### config.mk
export PLATFORM = sky130hd
export DESIGN_NAME = fetch_unit
export DESIGN_NICKNAME = d
export VERILOG_FILES = /design/src/rtl/fetch_unit_pkg.sv /design/src/rtl/fetch_unit.sv
export SDC_FILE = /design/constraint.sdc
export NUM_CORES = 1
export LEC_CHECK = 0
export ABC_CLOCK_PERIOD_IN_PS = 2150
export CAP_MARGIN = 20
export CORE_ASPECT_RATIO = 0.8
export CORE_MARGIN = 2
export CORE_UTILIZATION = 30
export DETAILED_ROUTE_END_ITERATION = 10
export GPL_TIMING_DRIVEN = 0
export SETUP_SLACK_MARGIN = 0.5
export SYNTH_ARGS = -nofsm -noshare
export SYNTH_HDL_FRONTEND = slang
export SYNTH_SLANG_ARGS = --single-unit
### constraint.sdc
create_clock -name clk -period 2.15 [get_ports clk]
set_clock_uncertainty 0.1 [all_clocks]
set_input_delay 0.645 -clock clk [delete_from_list [all_inputs] [get_ports clk]]
set_output_delay 0.645 -clock clk [all_outputs]
set_load 0.05 [all_outputs]
### src/rtl/fetch_unit_pkg.sv
`default_nettype none
// ---------------------------------------------------------------------------
// fetch_unit_pkg : shared types and constants for the RV32 fetch stage
// Revision: 1.0
// ---------------------------------------------------------------------------
package fetch_unit_pkg;

    typedef enum logic [2:0] {
        FS_IDLE    = 3'd0,
        FS_REQ     = 3'd1,
        FS_WAIT    = 3'd2,
        FS_HOLD    = 3'd3,
        FS_BR_WAIT = 3'd4
    } fetch_state_e;

    localparam logic [31:0] NOP     = 32'h0000_0013;
    localparam logic [31:0] PC_STEP = 32'd4;

    function automatic logic [31:0] seq_pc(input logic [31:0] pc);
        return pc + PC_STEP;
    endfunction

endpackage
`default_nettype wire

### src/rtl/fetch_unit.sv
`default_nettype none
// ---------------------------------------------------------------------------
// fetch_unit : single-outstanding instruction fetch, IF->ID valid/ready producer
// Revision: 1.0
// ---------------------------------------------------------------------------
module fetch_unit
    import fetch_unit_pkg::*;
#(
    parameter logic [31:0] RESET_PC = 32'h0000_0000
) (
    input  logic        clk,
    input  logic        rst_n,
    output logic        imem_req_o,
    output logic [31:0] imem_addr_o,
    input  logic        imem_rvalid_i,
    input  logic [31:0] imem_rdata_i,
    input  logic        ready_i,
    output logic        valid_o,
    output logic [31:0] inst_o,
    output logic [31:0] pc_o,
    input  logic        jmp_i,
    input  logic [31:0] jmp_target_i,
    input  logic        branch_i,
    input  logic        br_resolve_i,
    input  logic        br_taken_i,
    input  logic [31:0] br_target_i
);

    fetch_state_e state_q;
    logic [31:0]  fetch_pc_q;
    logic [31:0]  inst_q;
    logic [31:0]  pc_q;
    logic [31:0]  jmp_tgt_q;
    logic [31:0]  br_npc_q;
    logic         jmp_pend_q;
    logic         br_pend_q;
    logic         br_done_q;

    logic [31:0]  br_npc_d;
    logic [31:0]  jmp_tgt_d;
    logic [31:0]  br_sel_npc_d;
    logic         jmp_pend_d;
    logic         br_pend_d;
    logic         br_done_d;

    // Redirects raised in the handoff cycle itself are folded in here.
    assign br_npc_d     = br_taken_i ? br_target_i : seq_pc(pc_q);
    assign jmp_tgt_d    = jmp_i ? jmp_target_i : jmp_tgt_q;
    assign jmp_pend_d   = jmp_pend_q | jmp_i;
    assign br_pend_d    = br_pend_q | branch_i;
    assign br_done_d    = br_done_q | (br_pend_q & br_resolve_i);
    assign br_sel_npc_d = br_done_q ? br_npc_q : br_npc_d;

    assign imem_req_o  = (state_q == FS_REQ);
    assign imem_addr_o = fetch_pc_q;
    assign valid_o     = (state_q == FS_HOLD);
    assign inst_o      = inst_q;
    assign pc_o        = pc_q;

    always_ff @(posedge clk or negedge rst_n) begin
        if (!rst_n) begin
            state_q    <= FS_IDLE;
            fetch_pc_q <= RESET_PC;
            inst_q     <= 32'd0;
            pc_q       <= RESET_PC;
            jmp_tgt_q  <= 32'd0;
            br_npc_q   <= 32'd0;
            jmp_pend_q <= 1'b0;
            br_pend_q  <= 1'b0;
            br_done_q  <= 1'b0;
        end else begin
            case (state_q)
                FS_IDLE: state_q <= FS_REQ;
                FS_REQ:  state_q <= FS_WAIT;
                FS_WAIT: begin
                    if (imem_rvalid_i) begin
                        inst_q  <= imem_rdata_i;
                        pc_q    <= fetch_pc_q;
                        state_q <= FS_HOLD;
                    end
                end
                FS_HOLD: begin
                    if (ready_i) begin
                        jmp_pend_q <= 1'b0;
                        br_pend_q  <= 1'b0;
                        br_done_q  <= 1'b0;
                        if (jmp_pend_d) begin
                            fetch_pc_q <= jmp_tgt_d;
                            state_q    <= FS_REQ;
                        end else if (br_pend_d && br_done_d) begin
                            fetch_pc_q <= br_sel_npc_d;
                            state_q    <= FS_REQ;
                        end else if (br_pend_d) begin
                            state_q    <= FS_BR_WAIT;
                        end else begin
                            fetch_pc_q <= seq_pc(pc_q);
                            state_q    <= FS_REQ;
                        end
                    end else begin
                        if (jmp_i) begin
                            jmp_pend_q <= 1'b1;
                            jmp_tgt_q  <= jmp_target_i;
                        end
                        if (branch_i) begin
                            br_pend_q <= 1'b1;
                        end
                        // First resolution of the pending branch is the one kept.
                        if (br_pend_q && br_resolve_i && !br_done_q) begin
                            br_done_q <= 1'b1;
                            br_npc_q  <= br_npc_d;
                        end
                    end
                end
                FS_BR_WAIT: begin
                    if (br_resolve_i) begin
                        fetch_pc_q <= br_npc_d;
                        state_q    <= FS_REQ;
                    end
                end
                default: state_q <= FS_IDLE;
            endcase
        end
    end

endmodule
`default_nettype wire

==> results.md, run 1 <==
* Status: complete, but fails checks
* Violated checks: setup timing
* Slowest library cell on the worst path: nor2_1
* Worst path cell trace: clkdlybuf4s15_1 > nor2_1 > o41a_1 > nor2_4 > buf_6 > buf_16 > a221oi_2 > o31ai_1
* CTS Root Cell: clkbuf_16
* Worst setup margin at -0.0881 ns
* GP Congestion at between 0.9 and 1
* Largest area contributor in the netlist: dfrtp_1
* FF-to-FF setup slack at -0.07 ns
* Die area at 31600 um2
* Area of the multi-input gates at roughly 5900 um2
* First DRT Iteration DRCs at 1062
* CTS Hold Buffers Added at 0
* Worst Max-Slew Pin Slew at just under 0.8 ns
* Post-Syn Nets at ~1000
* Clk slew on worst S/H paths at 0.07 ns
* Sink Count at approximately 170
* Fin cells at about 1700
* Reg-to-Reg End: imem_addr_o[28]$_DFFE_PN0P_
* CTS buffer count at 17
* Nets at between 1000 and 1500
* N_diodes at 0
* Fin util at 0.544
* Ys async rst share at 1.00
* Fill count at between 2000 and 2500
* Crit path largest cell delay at about 0.42 ns
* RR Startpoint: jmp_pend_q$_DFFE_PN0P_
* Highest-count cells in the layout ignoring fill and taps: buf_6 (133), buf_4 (127), dfrtp_1 (124)
* First-pass GRT wire length at 55500 um
* Maxcap violations at 0
* Die height at ~160 um
* PortBufs at 200
* Synthesis Warnings at 0
* Num ports at 202
* Seq. cell area at around 4200 um2
* RSZ-0062 raised after global routing: yes
* Post-DR vias/cell at 5.57
* P_leak at ~7 nW
* Number of synthesized flops with an enable pin at 0
* # rows at 56
* Post-Syn Instances at between 900 and 1000
* Top-area cell type share of the netlist area at 0.459
* Mapped Area at 9040 um2
* Setup violators final at 26
* Total wire length at 40800 um
* CP Launch Type: input port
* Vias in the first global route at around 8500
* Layout cells sized above 1 at 0.520
* First-pass iteration count of the detailed router at 6
* Synth-to-Final Area Change at 77.4%
* Initial antenna violation count at 0
* Largest net degree at the start of global routing at ~110
* Detailed placement HPWL at 26600 um
* Total gr overflow at 0
* H-tree depth at 4
* R2R cell count at 9
* Yosys reg bits at around 170
* Mean routed wirelength per cell at between 20 and 25 um
* Vias at 9615
* Ranking of synthesized cells by area: dfrtp_1 (46%), mux2_2 (13%), o21ai_0 (3.7%), nand2_1 (3.6%), nor2_1 (2.7%)
* Post-synthesis sequential area ratio at 0.459
* Clk_lat worst skew at approximately 0.44 ns
* Die Width at 198 um
* CP Data Required Time at roughly 2.4 ns
* Fmax at ~450 MHz
* TritonCTS clock tree: done
* Worst Setup Path Type: in2reg
* Library cells used by synthesis at 74
* Worst Hold Class: in2async
* Final Hold Viols at 0
* Core area at around 29000 um2
* Power Dens Cells at 1630 nW/um2
* Worst setup EP type: flip-flop
* Initial core utilization at 0.307
* Remaining DRCs at 0
* Routed Antenna Nets at 0
* GRT Total Usage at 0.238
* Final Max Slew Viols at 0
* Critical-path maximum fanout at 7
* Final period util at 1.04
* Post-synth top flop: dfrtp_1
* Commonest non-fill, non-tap cell in the layout: buf_6
* Dpl cells at roughly 1500
* Arr. time, crit path at between 2 and 2.5 ns
* Final min period at 2.24 ns
* Avg Cell Area, Syn at 9.96 um2
* Slew HR at 0.479
* Worst VDD drop at 0.000562 V
* Total power draw at around 0.026 W
* Clk buf depth at 2
==> sequential cells by signal, indices dropped and copies added (netlist names) <==
name / cells
br_done_q: 1
inst_o: 32
br_npc_q: 32
pc_o: 32
jmp_tgt_q: 32
state_q: 3
br_pend_q: 1
imem_addr_o: 32
jmp_pend_q: 1
==> critical path, delay by kind of cell <==
| kind | cells | cell delay [ns] |
|---|---|---|
| simple gates | 2 | 0.56 |
| buf+inv | 3 | 0.55 |
| compound gates | 3 | 0.69 |
==> per-stage QoR <==
| step | hold WS [ns] | worst slack [ns] | cell area, um2 | setup TNS (ns) |
|---|---|---|---|---|
| floorplan | 0.249 | -0.260 | 9630 | -3.33 |
| CTS | 0.0486 | -0.0533 | 14100 | -0.368 |
| detailed placement | 0.363 | -1.30 | 12200 | -85.52 |
| finish | 0.0350 | -0.0881 | 16000 | -0.943 |
| global route | 0.0561 | -0.151 | 16000 | -2.84 |
| global placement | 0.355 | -8.20 | 12100 | -1254.93 |
==> worst max path at each step <==
| stage | startpoint | end | slack (ns) | cells after the start |
|---|---|---|---|---|
| finish | branch_i | imem_addr_o[26]$_DFFE_PN0P_ | -0.09 | 8 |
| global route | pc_o[2]$_DFFE_PN0P_ | imem_addr_o[28]$_DFFE_PN0P_ | -0.15 | 7 |
| CTS | jmp_pend_q$_DFFE_PN0P_ | imem_addr_o[4]$_DFFE_PN0P_ | -0.05 | 8 |
| detailed placement | br_resolve_i | imem_addr_o[26]$_DFFE_PN0P_ | -1.30 | 8 |
| global placement | rst_n | pc_o[2]$_DFFE_PN0P_ | -8.20 | 1 |
| floorplan | jmp_i | imem_addr_o[28]$_DFFE_PN0P_ | -0.26 | 8 |
==> logic make-up (layout without fill, tap and decap cells) <==
family                     Yosys count  count (layout)  share of synthesized area
muxes                              126             126                      0.155
and+or+nand+nor                    273             274                      0.149
AOI/OAI and AO/OA                  235             235                      0.172
xor gates and xnor gates            23              23                     0.0223
DFF                                166             166                      0.459
adders and majority gates            1               1                    0.00138
buffers and inverters               84             495                     0.0407
==> metal layers <==
metal,part of all wire,track usage,vias to the layer above
met3,0.13,0.0873,101
met1,0.43,0.342,4757
li1,-,-,4151
met5,0,0,-
met2,0.42,0.331,606
met4,0.023,0.0680,0
==> where the power goes <==
part | internal, W | switching (W)
combinational | 0.00788 | 0.00872
clock | 0.00177 | 0.00137
sequential | 0.00475 | 0.00161
total | 0.0144 | 0.0117
==> synthesized netlist by cell type, types with 6 or more instances <==
cell type / n
o211ai_1: 13
a21oi_1: 49
o22ai_1: 7
a31oi_1: 13
nand2_1: 87
nor2_1: 66
dfrtp_1: 166
a22oi_1: 6
o21ai_0: 67
mux2_2: 105
buf_2: 21
a221o_1: 7
nor2b_1: 8
xnor2_1: 18
nand2b_1: 10
inv_1: 17
o221ai_1: 6
and2_1: 7
and3_1: 11
a2bb2oi_1: 6
clkbuf_1: 37
mux2i_1: 20
nand4_1: 12
a221oi_1: 6
nor3_1: 15
nor4_1: 6
o31ai_1: 8
nand3_1: 21
==> timing repair <==
action / in CTS / in global routing
pin swaps: 28 / 44
gates resized for setup: 725 / 364
setup endpoints to repair: 262 / 262
setup buffers: 78 / 82
gates cloned: 4 / 15
==> area by class of cell <==
type / instances / share of cell area
plain buffers: 67 / 0.0513
clock buffers: 21 / 0.0287
clock inverters: 11 / 0.00780
inverters: 17 / 0.00452
multi-input cells: 659 / 0.365
flip-flops and latches: 166 / 0.262
well taps: 406 / 0.0317
repair buffers: 379 / 0.249
No activity file was read; power rests on OpenSTA's default activity.
==> run 2, diff against run 1 <==
--- a/config.mk
+++ b/config.mk
@@ -9,9 +9,10 @@
 export CAP_MARGIN = 20
 export CORE_ASPECT_RATIO = 0.8
 export CORE_MARGIN = 2
-export CORE_UTILIZATION = 30
+export CORE_UTILIZATION = 45
 export DETAILED_ROUTE_END_ITERATION = 10
 export GPL_TIMING_DRIVEN = 0
+export PLACE_DENSITY = 0.75
 export SETUP_SLACK_MARGIN = 0.5
 export SYNTH_ARGS = -nofsm -noshare
 export SYNTH_HDL_FRONTEND = slang
==> results.md, run 2 (synthesis gave the netlist of run 1 again) <==
* Worst setup margin at -0.282 ns (was -0.0881 ns)
* TritonCTS clock tree: done (unchanged)
* Switching Share at 0.458 (was 0.448)
* First-pass iteration count of the detailed router at 11 (was 6)
* Slew HR at 0.401 (was 0.479)
* Comb pwr share at 0.653 (was 0.636)
* Setup violators final at 30 (was 26)
* CP Launch Type: input port (unchanged)
* PortBufs at 200 (unchanged)
* Setup WS pre-CTS at -1.34 ns (was -1.30 ns)
* Routed Antenna Nets at 0 (unchanged)
* Final min period at 2.43 ns (was 2.24 ns)
* Die area at 21300 um2 (was 31600 um2)
* CP Data Required Time at 2.37 ns (about the same)
* Post-DR vias/cell at 6.66 (was 5.57)
* Highest-count cells in the layout ignoring fill and taps: dfrtp_1 (125), buf_4 (122), buf_6 (121) (was buf_6 (133), buf_4 (127), dfrtp_1 (124))
* Violated checks: setup timing (unchanged)
* First DRT Iteration DRCs at 1829 (was 1062)
* Power Dens Cells at 1690 nW/um2 (was 1630 nW/um2)
* Fmax at 411 MHz (was 447 MHz)
* Worst Setup Path Type: in2reg (unchanged)
* Worst path top cell family by delay: compound AO/OA/AOI/OAI gates (unchanged)
* TNS Setup at -2.04 ns (was -0.943 ns)
* Final Max Slew Viols at 0 (unchanged)
* H-tree depth at 4 (unchanged)
* Nets at 1427 (was 1412)
* Final period util at 1.13 (was 1.04)
* Slowest library cell on the worst path: o21ai_0 (was nor2_1)
* Total wire length at 45000 um (was 40800 um)
* Int Pwr at 0.0150 W (was 0.0144 W)
* RSZ-0062 raised after global routing: yes (unchanged)
* RR Startpoint: br_done_q$_DFFE_PN0P_ (was jmp_pend_q$_DFFE_PN0P_)
* Die height at 131 um (was 159 um)
* Register share of total power at 0.232 (was 0.244)
* Largest net degree at the start of global routing at 92 (was 107)
* Final Hold Viols at 0 (unchanged)
* Mean routed wirelength per cell at 28.1 um (was 23.7 um)
* Sw power at 0.0127 W (was 0.0117 W)
* Clk_lat worst skew at 0.45 ns (was 0.44 ns)
* Maxcap violations at 0 (unchanged)
* Initial core utilization at 0.458 (was 0.307)
* FF-to-FF setup slack at -0.23 ns (was -0.07 ns)
* Clk pwr share at 0.115 (was 0.120)
* Critical-path maximum fanout at 10 (was 7)
* Clk buf depth at 2 (unchanged)
* Core area at 19700 um2 (was 29500 um2)
* Vias at 10664 (was 9615)
* Worst VDD drop at 0.00118 V (was 0.000562 V)
* CTS Hold Buffers Added at 0 (unchanged)
* Synth-to-Final Area Change at 81.2% (was 77.4%)
* Worst setup EP type: flip-flop (unchanged)
* Crit path largest cell delay at 0.75 ns (was 0.42 ns)
* Initial antenna violation count at 1 (was 0)
* R2R cell count at 10 (was 9)
* Arr. time, crit path at 2.65 ns (was 2.46 ns)
* CP most frequent cell: clkbuf_2
* Worst Max-Slew Pin Slew at 0.889 ns (was 0.773 ns)
* Sink Count at 166 (unchanged)
* First-pass GRT wire length at 55000 um (was 55500 um)
* GRT Total Usage at 0.350 (was 0.238)
* Reg-to-Reg End: imem_addr_o[18]$_DFFE_PN0P_ (was imem_addr_o[28]$_DFFE_PN0P_)
* Die Width at 162 um (was 198 um)
* Remaining DRCs at 0 (unchanged)
* Commonest non-fill, non-tap cell in the layout: dfrtp_1 (was buf_6)
* Bufs and invs on worst path at 4 (was 3)
* P_leak at 7.25 nW (was 6.97 nW)
* CTS Root Cell: clkbuf_16 (unchanged)
* GP Congestion at 0.996 (was 0.917)
* Clk slew on worst S/H paths at 0.07 ns (about the same)
* Layout cells sized above 1 at 0.545 (was 0.520)
* Status: complete, but fails checks (unchanged)
* Vias in the first global route at 9239 (was 8533)
* Total gr overflow at 0 (unchanged)
* # rows at 46 (was 56)
* Num ports at 202 (unchanged)
* CTS buffer count at 17 (unchanged)
* Worst path cell trace: buf_8 > inv_1 > clkbuf_2 > clkbuf_2 > o21ai_0 > o32ai_1 > a21oi_2 > o21ai_1 (was clkdlybuf4s15_1 > nor2_1 > o41a_1 > nor2_4 > buf_6 > buf_16 > a221oi_2 > o31ai_1)
* Worst Hold Class: in2async (unchanged)
* Detailed placement HPWL at 24100 um (was 26600 um)
## run 2: layer usage
layer | track usage | wire length [um]
met5 | 0 | 34
met4 | 0.145 | 3160
met3 | 0.139 | 6620
met2 | 0.521 | 19100
met1 | 0.457 | 16100
## run 2: worst max path at each step
stage / startpoint / end / slack (ns) / cells after the start
floorplan: jmp_i / imem_addr_o[28]$_DFFE_PN0P_ / -0.26 / 8
global placement: rst_n / pc_o[2]$_DFFE_PN0P_ / -7.85 / 1
detailed placement: br_resolve_i / imem_addr_o[26]$_DFFE_PN0P_ / -1.34 / 8
CTS: jmp_pend_q$_DFFE_PN0P_ / imem_addr_o[20]$_DFFE_PN0P_ / -0.12 / 8
global route: jmp_pend_q$_DFFE_PN0P_ / imem_addr_o[26]$_DFFE_PN0P_ / -0.19 / 8
finish: jmp_i / imem_addr_o[18]$_DFFE_PN0P_ / -0.28 / 8
## run 2: repair_timing
action,in CTS,in global routing
endpoints found under the setup margin,262,262
pin swaps,43,40
gates cloned,10,12
setup buffers,93,79
hold endpoints to repair,0,0
gates resized for setup,861,332
## run 2: worst reg2reg max path: cells and delay by family (launching register included)
kind                   cells  cell delay (ns)
DFF                        1             0.37
buffers and inverters      5             0.69
AOI/OAI and AO/OA          5             1.13
## run 2: power groups by stage
| stage | registers, W | clock network [W] | logic (W) |
|---|---|---|---|
| 2_1_floorplan | 0.00886 | 0 | 0.00492 |
| 3_3_place_gp | 0.00608 | 0 | 0.0115 |
| 3_5_place_dp | 0.00614 | 0 | 0.0116 |
| 4_1_cts | 0.00608 | 0.00313 | 0.0143 |
| 5_1_grt | 0.00652 | 0.00331 | 0.0185 |
| 6_report | 0.00643 | 0.00319 | 0.0181 |
## run 2: layout make-up
cell class / instances / area, um2
timing repair buffer: 395 / 4320
inverter: 17 / 72.6
tap: 264 / 330
antenna: 2 / 5.00
multi-input combinational: 658 / 5970
sequential: 166 / 4210
buffer: 67 / 888
clock inverter: 13 / 146
fill: 987 / 3360
clock buffer: 19 / 443
## run 2: per-stage QoR
stage                     std cells  area (um2)  hold WS (ns)  utilization  total power [W]
after floorplan                 908        9630         0.249            -           0.0138
after global placement         1372       12000         0.362        0.606           0.0175
after detailed placement       1373       12000         0.376        0.607           0.0177
after CTS                      1508       14400        0.0969        0.730           0.0235
after global routing           1599       16400         0.105        0.830           0.0283
final                          1601       16400        0.0644        0.830           0.0277
==> run 3, diff against run 2 <==
--- a/config.mk
+++ b/config.mk
@@ -5,14 +5,14 @@
 export SDC_FILE = /design/constraint.sdc
 export NUM_CORES = 1
 export LEC_CHECK = 0
-export ABC_CLOCK_PERIOD_IN_PS = 2150
+export ABC_CLOCK_PERIOD_IN_PS = 3160
 export CAP_MARGIN = 20
 export CORE_ASPECT_RATIO = 0.8
-export CORE_MARGIN = 2
 export CORE_UTILIZATION = 45
 export DETAILED_ROUTE_END_ITERATION = 10
+export GPL_ROUTABILITY_DRIVEN = 0
 export GPL_TIMING_DRIVEN = 0
-export PLACE_DENSITY = 0.75
+export PLACE_DENSITY = 0.73
 export SETUP_SLACK_MARGIN = 0.5
 export SYNTH_ARGS = -nofsm -noshare
 export SYNTH_HDL_FRONTEND = slang
==> constraint.sdc (replaced) <==
create_clock -name clk -period 3.16 [get_ports clk]
set_clock_uncertainty 0.1 [all_clocks]
set_input_delay 0.948 -clock clk [delete_from_list [all_inputs] [get_ports clk]]
set_output_delay 0.948 -clock clk [all_outputs]
set_load 0.05 [all_outputs]
==> results.md, run 3 (synthesis gave the netlist of run 1 again) <==
* M3 GR Usage at 0.103 (was 0.139)
* FF-to-FF setup slack at 0.58 ns (was -0.23 ns)
* First-pass iteration count of the detailed router at 7 (was 11)
* Final Max Slew Viols at 0 (unchanged)
* # rows at 45 (was 46)
* Gr busiest metal: met2 (unchanged)
* RSZ-0062 raised after global routing: yes (unchanged)
* Met1 Use GR at 0.449 (was 0.457)
* Core area at 19300 um2 (was 19700 um2)
* Maxcap violations at 0 (unchanged)
* Arr. time, crit path at 2.89 ns (was 2.65 ns)
* Die height at 129 um (was 131 um)
* Clk buf depth at 2 (unchanged)
* PortBufs at 200 (unchanged)
* Worst Max-Slew Pin Slew at 1.01 ns (was 0.889 ns)
* Initial core utilization at 0.468 (was 0.458)
* Commonest non-fill, non-tap cell in the layout: dfrtp_1 (unchanged)
* Slowest library cell on the worst path: clkdlybuf4s50_1 (was o21ai_0)
* Final Hold Viols at 0 (unchanged)
* Worst VDD drop at 0.000801 V (was 0.00118 V)
* Highest-count cells in the layout ignoring fill and taps: dfrtp_1 (165), mux2_2 (105), clkdlybuf4s50_1 (103) (was dfrtp_1 (125), buf_4 (122), buf_6 (121))
* First DRT Iteration DRCs at 984 (was 1829)
* Worst Setup Path Type: in2reg (unchanged)
* Post-DR vias/cell at 6.16 (was 6.66)
* Nets at 1245 (was 1427)
* Crit path largest cell delay at 0.49 ns (was 0.75 ns)
* CTS Hold Buffers Added at 0 (unchanged)
* Initial antenna violation count at 2 (was 1)
* Dpl cells at 1367 (was 1373)
* Die Width at 160 um (was 162 um)
* Status: completed (was complete, but fails checks)
* Clk_lat worst skew at 0.44 ns (was 0.45 ns)
* Fmax at between 300 and 400 MHz
* Total power draw at 0.0139 W (was 0.0277 W)
* CP Launch Type: input port (unchanged)
* Vias in the first global route at 8281 (was 9239)
* Mean routed wirelength per cell at 23.3 um (was 28.1 um)
* H-tree depth at 4 (unchanged)
* GRT Total Usage at 0.322 (was 0.350)
* Total wire length at 32900 um (was 45000 um)
* Final period util at 0.843
* M2 GR Usage at 0.467 (was 0.521)
* Clk slew on worst S/H paths at 0.06 ns (was 0.07 ns)
* Num ports at 202 (unchanged)
* Worst Hold Class: in2async (unchanged)
* First-pass GRT wire length at 49700 um (was 55000 um)
* Die area at 20700 um2 (was 21300 um2)
* Remaining DRCs at 0 (unchanged)
* TritonCTS clock tree: done (unchanged)
* Worst path cell trace: clkdlybuf4s50_1 > buf_6 > nor2b_2 > a21oi_1 > or3_1 > a22oi_2 > a211oi_1 > a221o_1 (was buf_8 > inv_1 > clkbuf_2 > clkbuf_2 > o21ai_0 > o32ai_1 > a21oi_2 > o21ai_1)
* Power Dens Cells at 1120 nW/um2 (was 1690 nW/um2)
* Synth-to-Final Area Change at 37.0% (was 81.2%)
* Final min period at between 2 and 3 ns
* Placed Area at 11400 um2 (was 12000 um2)
* CTS Root Cell: clkbuf_16 (unchanged)
* Setup violators final at 0 (was 30)
* Fill count at 1610 (was 987)
* Detailed placement HPWL at 23300 um (was 24100 um)
* P_leak at 5.43 nW (was 7.25 nW)
* CP Data Required Time at 3.38 ns (was 2.37 ns)
* Routed Antenna Nets at 0 (unchanged)
* Layout cells sized above 1 at 0.207 (was 0.545)
* Sink Count at 166 (unchanged)
* Final Instance Area at 12400 um2 (was 16400 um2)
* Slew HR at 0.322 (was 0.401)
* Fin util at 0.642 (was 0.830)
* Total gr overflow at 0 (unchanged)
* Fin cells at 1412 (was 1601)
* Vias at 8699 (was 10664)
* Largest net degree at the start of global routing at 94 (was 92)
* Worst setup EP type: flip-flop (unchanged)
* CTS buffer count at 17 (unchanged)
* Critical-path maximum fanout at 7 (was 10)
==> run 3: cell types whose count changed in the layout (fill, tap and decap cells not counted), moves of 23 or more <==
| cell | previous run | this run |
|---|---|---|
| buf_4 | 122 | 21 |
| buf_6 | 121 | 6 |
| buf_8 | 50 | 2 |
| dfrtp_1 | 125 | 165 |
| dfrtp_2 | 40 | 1 |
| dlygate4sd2_1 | 1 | 68 |
| dlymetal6s2s_1 | 0 | 25 |
| mux2_2 | 5 | 105 |
| mux2_4 | 101 | 1 |
| nand2_1 | 52 | 85 |
| o21ai_0 | 25 | 67 |
| o21ai_2 | 23 | 0 |
==> run 3: worst max-delay path: cells and delay by family <==
family | cells | cell delay [ns]
compound gates | 4 | 0.73
buf+inv | 2 | 0.66
simple gates | 2 | 0.54
==> run 3: through the flow <==
step / hold slack (ns) / setup TNS, ns / setup slack [ns]
2_1_floorplan: 0.343 / 0 / 0.444
3_3_place_gp: 0.359 / -1019.38 / -5.96
3_5_place_dp: 0.366 / -31.18 / -0.836
4_1_cts: 0.380 / 0 / 0.462
5_1_grt: 0.399 / 0 / 0.443
6_report: 0.357 / 0 / 0.496
==> run 3: power breakdown <==
| part | switching, W | leakage [nW] | internal [W] |
|---|---|---|---|
| Clock | 0.000902 | 0.327 | 0.00153 |
| Combinational | 0.00479 | 3.12 | 0.00261 |
| Sequential | 0.000872 | 1.98 | 0.00317 |
==> run 3: what timing repair did <==
| action | in CTS | in global routing |
|---|---|---|
| resized for setup | 140 | 56 |
| endpoints found under the hold margin | 0 | 0 |
| pin swaps | 4 | 3 |
| setup buffers | 9 | 3 |
| cloned | 0 | 0 |
| setup endpoints to repair | 179 | 72 |
==> run 3: layer usage <==
metal	vias up	part of all wire
li1	3797	-
met1	4152	0.42
met2	649	0.42
met3	101	0.13
met4	0	0.032
met5	-	0
==> run 3: worst paths after layout <==
path,startpoint,to,cells after the start
hold / removal,rst_n,inst_o[1]$_DFFE_PN0P_,1
setup / recovery,br_taken_i,imem_addr_o[29]$_DFFE_PN0P_,8
max in group asynchronous,rst_n,pc_o[2]$_DFFE_PN0P_,2
min in group clk,br_npc_q[7]$_DFFE_PN0P_,br_npc_q[7]$_DFFE_PN0P_,2
hold reg to reg,br_npc_q[7]$_DFFE_PN0P_,br_npc_q[7]$_DFFE_PN0P_,2
setup reg to reg,jmp_pend_q$_DFFE_PN0P_,imem_addr_o[10]$_DFFE_PN0P_,7
==> run 3: layout make-up <==
class                           instances  area, um2  share of cell area
Sequential cell                       166       4160               0.335
Multi-Input combinational cell        658       4640               0.375
Clock buffer                           20        457              0.0369
Timing Repair Buffer                  213       2100               0.170
Clock inverter                         12        223              0.0180
Tap cell                              258        323              0.0261
Antenna cell                            1       2.50            0.000202
Buffer                                 67        415              0.0335
Inverter                               17       67.6             0.00545
